File: src/rtl/msk_unmask_pkg.sv
// Shared definitions for the masked-stream unmasking block: FSM encodings and
// the word-counter width helper.
package msk_unmask_pkg;

  typedef enum logic [1:0] {
    COLLECT = 2'd0,
    UNMASK  = 2'd1,
    OUTPUT  = 2'd2
  } state_t;

  // Bits needed to index n slots; callers guarantee n >= 2 so the result is >= 1.
  function automatic int clog2(input int n);
    int r;
    r = 0;
    for (int v = 1; v < n; v = v * 2) begin
      r = r + 1;
    end
    return r;
  endfunction

endpackage

File: src/rtl/msk_recombine.sv
// Combinational share recombination: each output bit is the XOR of its d shares,
// taken from the interleaved layout where bit i share j sits at index i*d+j.
module msk_recombine #(
  parameter int d     = 2,
  parameter int count = 32
) (
  input  logic [count*d-1:0] shares,
  output logic [count-1:0]   bits
);

  for (genvar gi = 0; gi < count; gi++) begin : g_bit
    assign bits[gi] = ^shares[gi*d +: d];
  end

endmodule

File: src/rtl/msk_unmask_stream.sv
// Collects nwords masked words, recombines all shares in one step and presents
// the unmasked block. Optional macro MSK_UNMASK_CLEAR_EN wipes buffer and output after use.
module msk_unmask_stream
  import msk_unmask_pkg::*;
#(
  parameter int d      = 2,
  parameter int count  = 32,
  parameter int nwords = 4
) (
  input  logic                    clk,
  input  logic                    rst,
  input  logic [count*d-1:0]      in_shares,
  input  logic                    in_valid,
  output logic                    in_ready,
  output logic [count*nwords-1:0] out_data,
  output logic                    out_valid,
  input  logic                    out_ready
);

  localparam int WW = clog2(nwords);

`ifdef MSK_UNMASK_CLEAR_EN
  localparam bit CLEAR_EN = 1'b1;
`else
  localparam bit CLEAR_EN = 1'b0;
`endif

  state_t                  state_reg, state_next;
  logic [WW-1:0]           wcnt_reg, wcnt_next;
  logic                    unmask_done_reg, unmask_done_next;
  logic [count*d-1:0]      share_buf [nwords];
  logic [count*nwords-1:0] out_data_reg;
  logic [count*nwords-1:0] recombined;
  logic                    accept;
  logic                    load_out;
  logic                    clear_buf;
  logic                    clear_out;

  // Shares stay separate in the buffer; they only meet inside the recombiners,
  // whose result is captured solely while in UNMASK.
  for (genvar gi = 0; gi < nwords; gi++) begin : g_word
    msk_recombine #(
      .d     (d),
      .count (count)
    ) u_recombine (
      .shares (share_buf[gi]),
      .bits   (recombined[gi*count +: count])
    );
  end

  assign in_ready  = (state_reg == COLLECT);
  assign out_valid = (state_reg == OUTPUT);
  assign out_data  = out_data_reg;

  always_ff @(posedge clk) begin
    if (rst) begin
      state_reg       <= COLLECT;
      wcnt_reg        <= '0;
      unmask_done_reg <= 1'b0;
    end else begin
      state_reg       <= state_next;
      wcnt_reg        <= wcnt_next;
      unmask_done_reg <= unmask_done_next;
    end
  end

  // UNMASK spans two cycles: capture the recombined block, then hand over,
  // so the block appears two edges after the last word is accepted.
  always_comb begin
    state_next       = state_reg;
    wcnt_next        = wcnt_reg;
    unmask_done_next = unmask_done_reg;
    accept           = 1'b0;
    load_out         = 1'b0;
    clear_buf        = 1'b0;
    clear_out        = 1'b0;
    case (state_reg)
      COLLECT: begin
        if (in_valid) begin
          accept = 1'b1;
          if (wcnt_reg == WW'(nwords - 1)) begin
            wcnt_next        = '0;
            unmask_done_next = 1'b0;
            state_next       = UNMASK;
          end else begin
            wcnt_next = wcnt_reg + 1'b1;
          end
        end
      end
      UNMASK: begin
        if (!unmask_done_reg) begin
          load_out         = 1'b1;
          unmask_done_next = 1'b1;
        end else begin
          clear_buf        = 1'b1;
          unmask_done_next = 1'b0;
          state_next       = OUTPUT;
        end
      end
      OUTPUT: begin
        if (out_ready) begin
          clear_out  = 1'b1;
          state_next = COLLECT;
        end
      end
      default: begin
        state_next = COLLECT;
      end
    endcase
  end

  always_ff @(posedge clk) begin
    if (CLEAR_EN && clear_buf && !rst) begin
      for (int k = 0; k < nwords; k++) begin
        share_buf[k] <= '0;
      end
    end else if (accept && !rst) begin
      share_buf[wcnt_reg] <= in_shares;
    end
  end

  always_ff @(posedge clk) begin
    if (rst) begin
      out_data_reg <= '0;
    end else if (load_out) begin
      out_data_reg <= recombined;
    end else if (CLEAR_EN && clear_out) begin
      out_data_reg <= '0;
    end
  end

endmodule

File: config.mk
export PLATFORM = sky130hd
export DESIGN_NAME = msk_unmask_stream
export DESIGN_NICKNAME = d
export VERILOG_FILES = /design/src/rtl/msk_unmask_pkg.sv /design/src/rtl/msk_recombine.sv /design/src/rtl/msk_unmask_stream.sv
export SDC_FILE = /design/constraint.sdc
export NUM_CORES = 1
export LEC_CHECK = 0
export BUFFER_PORTS_ARGS = -buffer_cell sky130_fd_sc_hd__buf_2
export CAP_MARGIN = 40
export CORE_UTILIZATION = 40
export CTS_CLUSTER_DIAMETER = 60
export DETAILED_ROUTE_END_ITERATION = 12
export REMOVE_ABC_BUFFERS = 1
export SLEW_MARGIN = 20
export SYNTH_ARGS = -nofsm -noshare
export SYNTH_HDL_FRONTEND = slang
export SYNTH_SLANG_ARGS = --single-unit
export TNS_END_PERCENT = 30
File: constraint.sdc
create_clock -name clk -period 3.8 [get_ports clk]
set_clock_uncertainty 0.1 [all_clocks]
set_input_delay 0.38 -clock clk [delete_from_list [all_inputs] [get_ports clk]]
set_output_delay 0.38 -clock clk [all_outputs]
set_load 0.02 [all_outputs]
==> run_results.csv <==
group,metric,value,unit
status,outcome,"completed",
floorplanning,initial_core_util,40.95,%
critical_path,rrSetupSlack,1620,ps
drt,dr.pass1.iters,6,
critical_path,worstPathMaxFanout,36,
synthesis,yosysWarnings,0,
clock_tree,htreeDepth,2,
grt,grt_max_degree,129,
floorplanning,die_h,190.5,um
synthesis,synth_area_per_cell,16.74,um^2
hold_path,holdPathEnd,"share_buf[0][48]",
placed_design,dp.cells,1467,
drt,post_drt_wl_per_cell,18.17,um
final_layout,drive_above_1_share,32.45,%
grt,gr-total-overflow,0,
pwr,power_density,495.7,nW/um^2
sta,hold_viol,0,
pwr,p_int,6841,uW
synthesis,synth-compound-area-share,10.20,%
pwr,switchingPower,1748,uW
final_layout,fin_nets,1171,
synthesis,ys_seq_area_share,72.82,%
grt,antenna_found_initial,1,
placed_design,io_buffer_count,197,
placed_design,place_congestion,0.6910,
synthesis,synthXorXnorAreaFrac,7.887,%
critical_path,reg2reg_to,"share_buf[0][8]",
drt,detail-route-antenna-nets,0,
drt,via_per_inst,4.710,
clock_tree,cts_made_buffers,40,
critical_path,end_kind,"register",
pwr,swShare,20.35,%
clock_tree,cts_buffer_depth,3,
sta,setup_slack,1617,ps
sta,drv_slew,0,
grt,grt_util_all_layers,15.71,%
critical_path,start_kind,"register",
clock_tree,clockRootBuffer,"clkbuf_16",
clock_tree,cts_resized,0,
synthesis,synthesis.area,14210,um^2
sta,timing.final.crit_share,57.45,%
synthesis,netlist_instances,849,
final_layout,layout.cells.non_filler,1584,
grt,grt_pass1_wl,43.26,mm
synthesis,synthMuxAreaShare,0.1496,%
clock_tree,hold_buffers,42,
synthesis,synth_edf_count,256,
hold_path,hp-class,"in -> reg",
synthesis,synth-seq-cells,389,
drt,drc,0,
synthesis,yosys.area_share.simple,6.540,%
final_layout,multiInputGateArea,3603,um^2
sta,fmax,458.1,MHz
critical_path,crit_arrival,2280,ps
sta,tightest_slew,951.7,ps
synthesis,synth_area_leaders,"edfxtp_1, dfxtp_1, o22ai_2",
synthesis,synthArstFlopShare,0,%
final_layout,area_growth,21.91,%
final_layout,largest_register_ffs,256,
floorplanning,rows,68,
critical_path,worstPathRequired,3900,ps
clock_tree,cts_setup_buffers,0,
clock_tree,clk_pin_slew,60,ps
synthesis,synth_top_family_by_area,"compound AO/OA/AOI/OAI gates",
pwr,pwr-share-comb,4.3,%
pwr,p_leak,0.006278,uW
critical_path,critical_path.cell_chain,"nor4b_1 -> clkbuf_2 -> and2_4 -> buf_4",
sta,min_period,2183,ps
critical_path,critPathMaxStageDelay,510,ps
synthesis,synth_fa_ha_area_share,0.4401,%
drt,wl,28.78,mm
sta,rsz0062_at_grt,"false",
clock_tree,clk_latency,510,ps
sta,tns,0,ps
hold_path,min_from,"in_shares[48]",
synthesis,yosysMostFrequentCell,"edfxtp_1",
critical_path,slowest_stage,"and2_4",
floorplanning,die_w,190.5,um
synthesis,synthTopCellsByCount,"edfxtp_1, dfxtp_1, nand2b_1",
clock_tree,cts_tree,"done",
sta,whs,10.84,ps
final_layout,fillers,3011,
drt,dr_total_vias,7461,
placed_design,place_hpwl,18.06,mm
drt,drt_iter0_drc,415,
synthesis,ys_types,25,
floorplanning,design.die.area,36290,um^2
synthesis,yosys.area.top_type,"edfxtp_1",
pwr,ir_drop,0.0002650,V
floorplanning,io_pins,198,
pwr,pwr-share-seq,54.1,%
clock_tree,clkSinkCount,389,
sta,slew_headroom,36.56,%
critical_path,r2r_cells,4,
critical_path,path_class,"reg -> reg",
hold_path,worstHoldPathCells,1,
sta,finalSetupViolCount,0,
critical_path,reg2reg_from,"state_reg[1]",
final_layout,regArea,10350,um^2
critical_path,cp_top_family,"simple AND/OR/NAND/NOR gates",
grt,grt_pass1_vias,7402,
pwr,clock_power_share,41.6,%
placed_design,dpl_worst_slack,941.5,ps
floorplanning,core,34710,um^2
synthesis,synth_top_area_share,54.08,%
critical_path,worst-path-buf-inv,2,
synthesis,synth-main-ff-cell,"edfxtp_1",
job,cap_violations,0,
-- power by group through the flow --
stage | Combinational [uW] | Sequential [uW] | Clock [uW]
4_1_cts | 375 | 4650 | 3670
3_5_place_dp | 337 | 4740 | 0
2_1_floorplan | 154 | 4760 | 0
3_3_place_gp | 330 | 4740 | 0
6_report | 367 | 4650 | 3570
5_1_grt | 398 | 4650 | 3830
-- logic make-up after synthesis --
kind of cell / after synthesis
XOR/XNOR: 128
buffers and inverters: 47
AND/OR/NAND/NOR: 147
flip-flops: 389
multiplexers: 2
AO/OA/AOI/OAI: 131
adder cells (fa/ha/maj): 5
-- worst register-to-register path: cells and delay by family (launching register included) --
| kind | cells | cell delay (ps) |
|---|---|---|
| flip-flops | 1 | 380 |
| buffers and inverters | 2 | 570 |
| AND/OR/NAND/NOR | 2 | 820 |
-- cell type report --
cell class                      instances  area share [%]
Clock inverter                          9          0.2599
Multi-Input combinational cell        413           20.80
Clock buffer                           63           6.629
Tap cell                              455           3.285
Timing Repair Buffer                  252           9.243
Inverter                                2         0.04332
Antenna cell                            1         0.01444
Sequential cell                       389           59.73
-- per-stage QoR --
| stage | area (um^2) | util, % | power (uW) |
|---|---|---|---|
| floorplan | 13940 | - | 4912 |
| global placement | 15670 | 45.14 | 5066 |
| detailed placement | 15700 | 45.22 | 5076 |
| CTS | 17310 | 49.87 | 8690 |
| global route | 17330 | 49.91 | 8884 |
| finish | 17330 | 49.92 | 8589 |
-- cell usage in the layout (no fill, tap or decap), types with 2 or more instances in the layout --
cell type and instances:
edfxtp_1 256, o22ai_1 28, clkinv_1 6, dlygate4sd3_1 43, clkbuf_8 4, ha_1 5
buf_12 6, buf_4 5, buf_2 196, nor2b_1 2, and2_4 4, nand3b_1 2
o22ai_2 100, nand2b_1 131, dfxtp_1 133, xnor2_1 128, inv_1 2, clkbuf_16 41
clkinv_4 2, clkbuf_1 18
-- worst max path at each step --
stage                                   to  cells after the start         start
after floorplan                out_data[0]                      2  state_reg[0]
after global placement    share_buf[0][54]                      4           rst
after detailed placement  share_buf[0][55]                      4           rst
after CTS                 share_buf[0][55]                      3  state_reg[1]
after global routing       share_buf[0][8]                      4  state_reg[1]
final                      share_buf[0][8]                      4  state_reg[1]
-- routing by layer --
| layer | track usage (%) | routed length (um) | vias to the layer above |
|---|---|---|---|
| met5 | 0 | 0 | - |
| met4 | 4.431 | 593 | 0 |
| met3 | 4.049 | 1787 | 41 |
| met2 | 25.30 | 13570 | 177 |
| met1 | 20.93 | 12830 | 3661 |
| li1 | - | - | 3582 |
No activity file was read; power rests on OpenSTA's default activity.
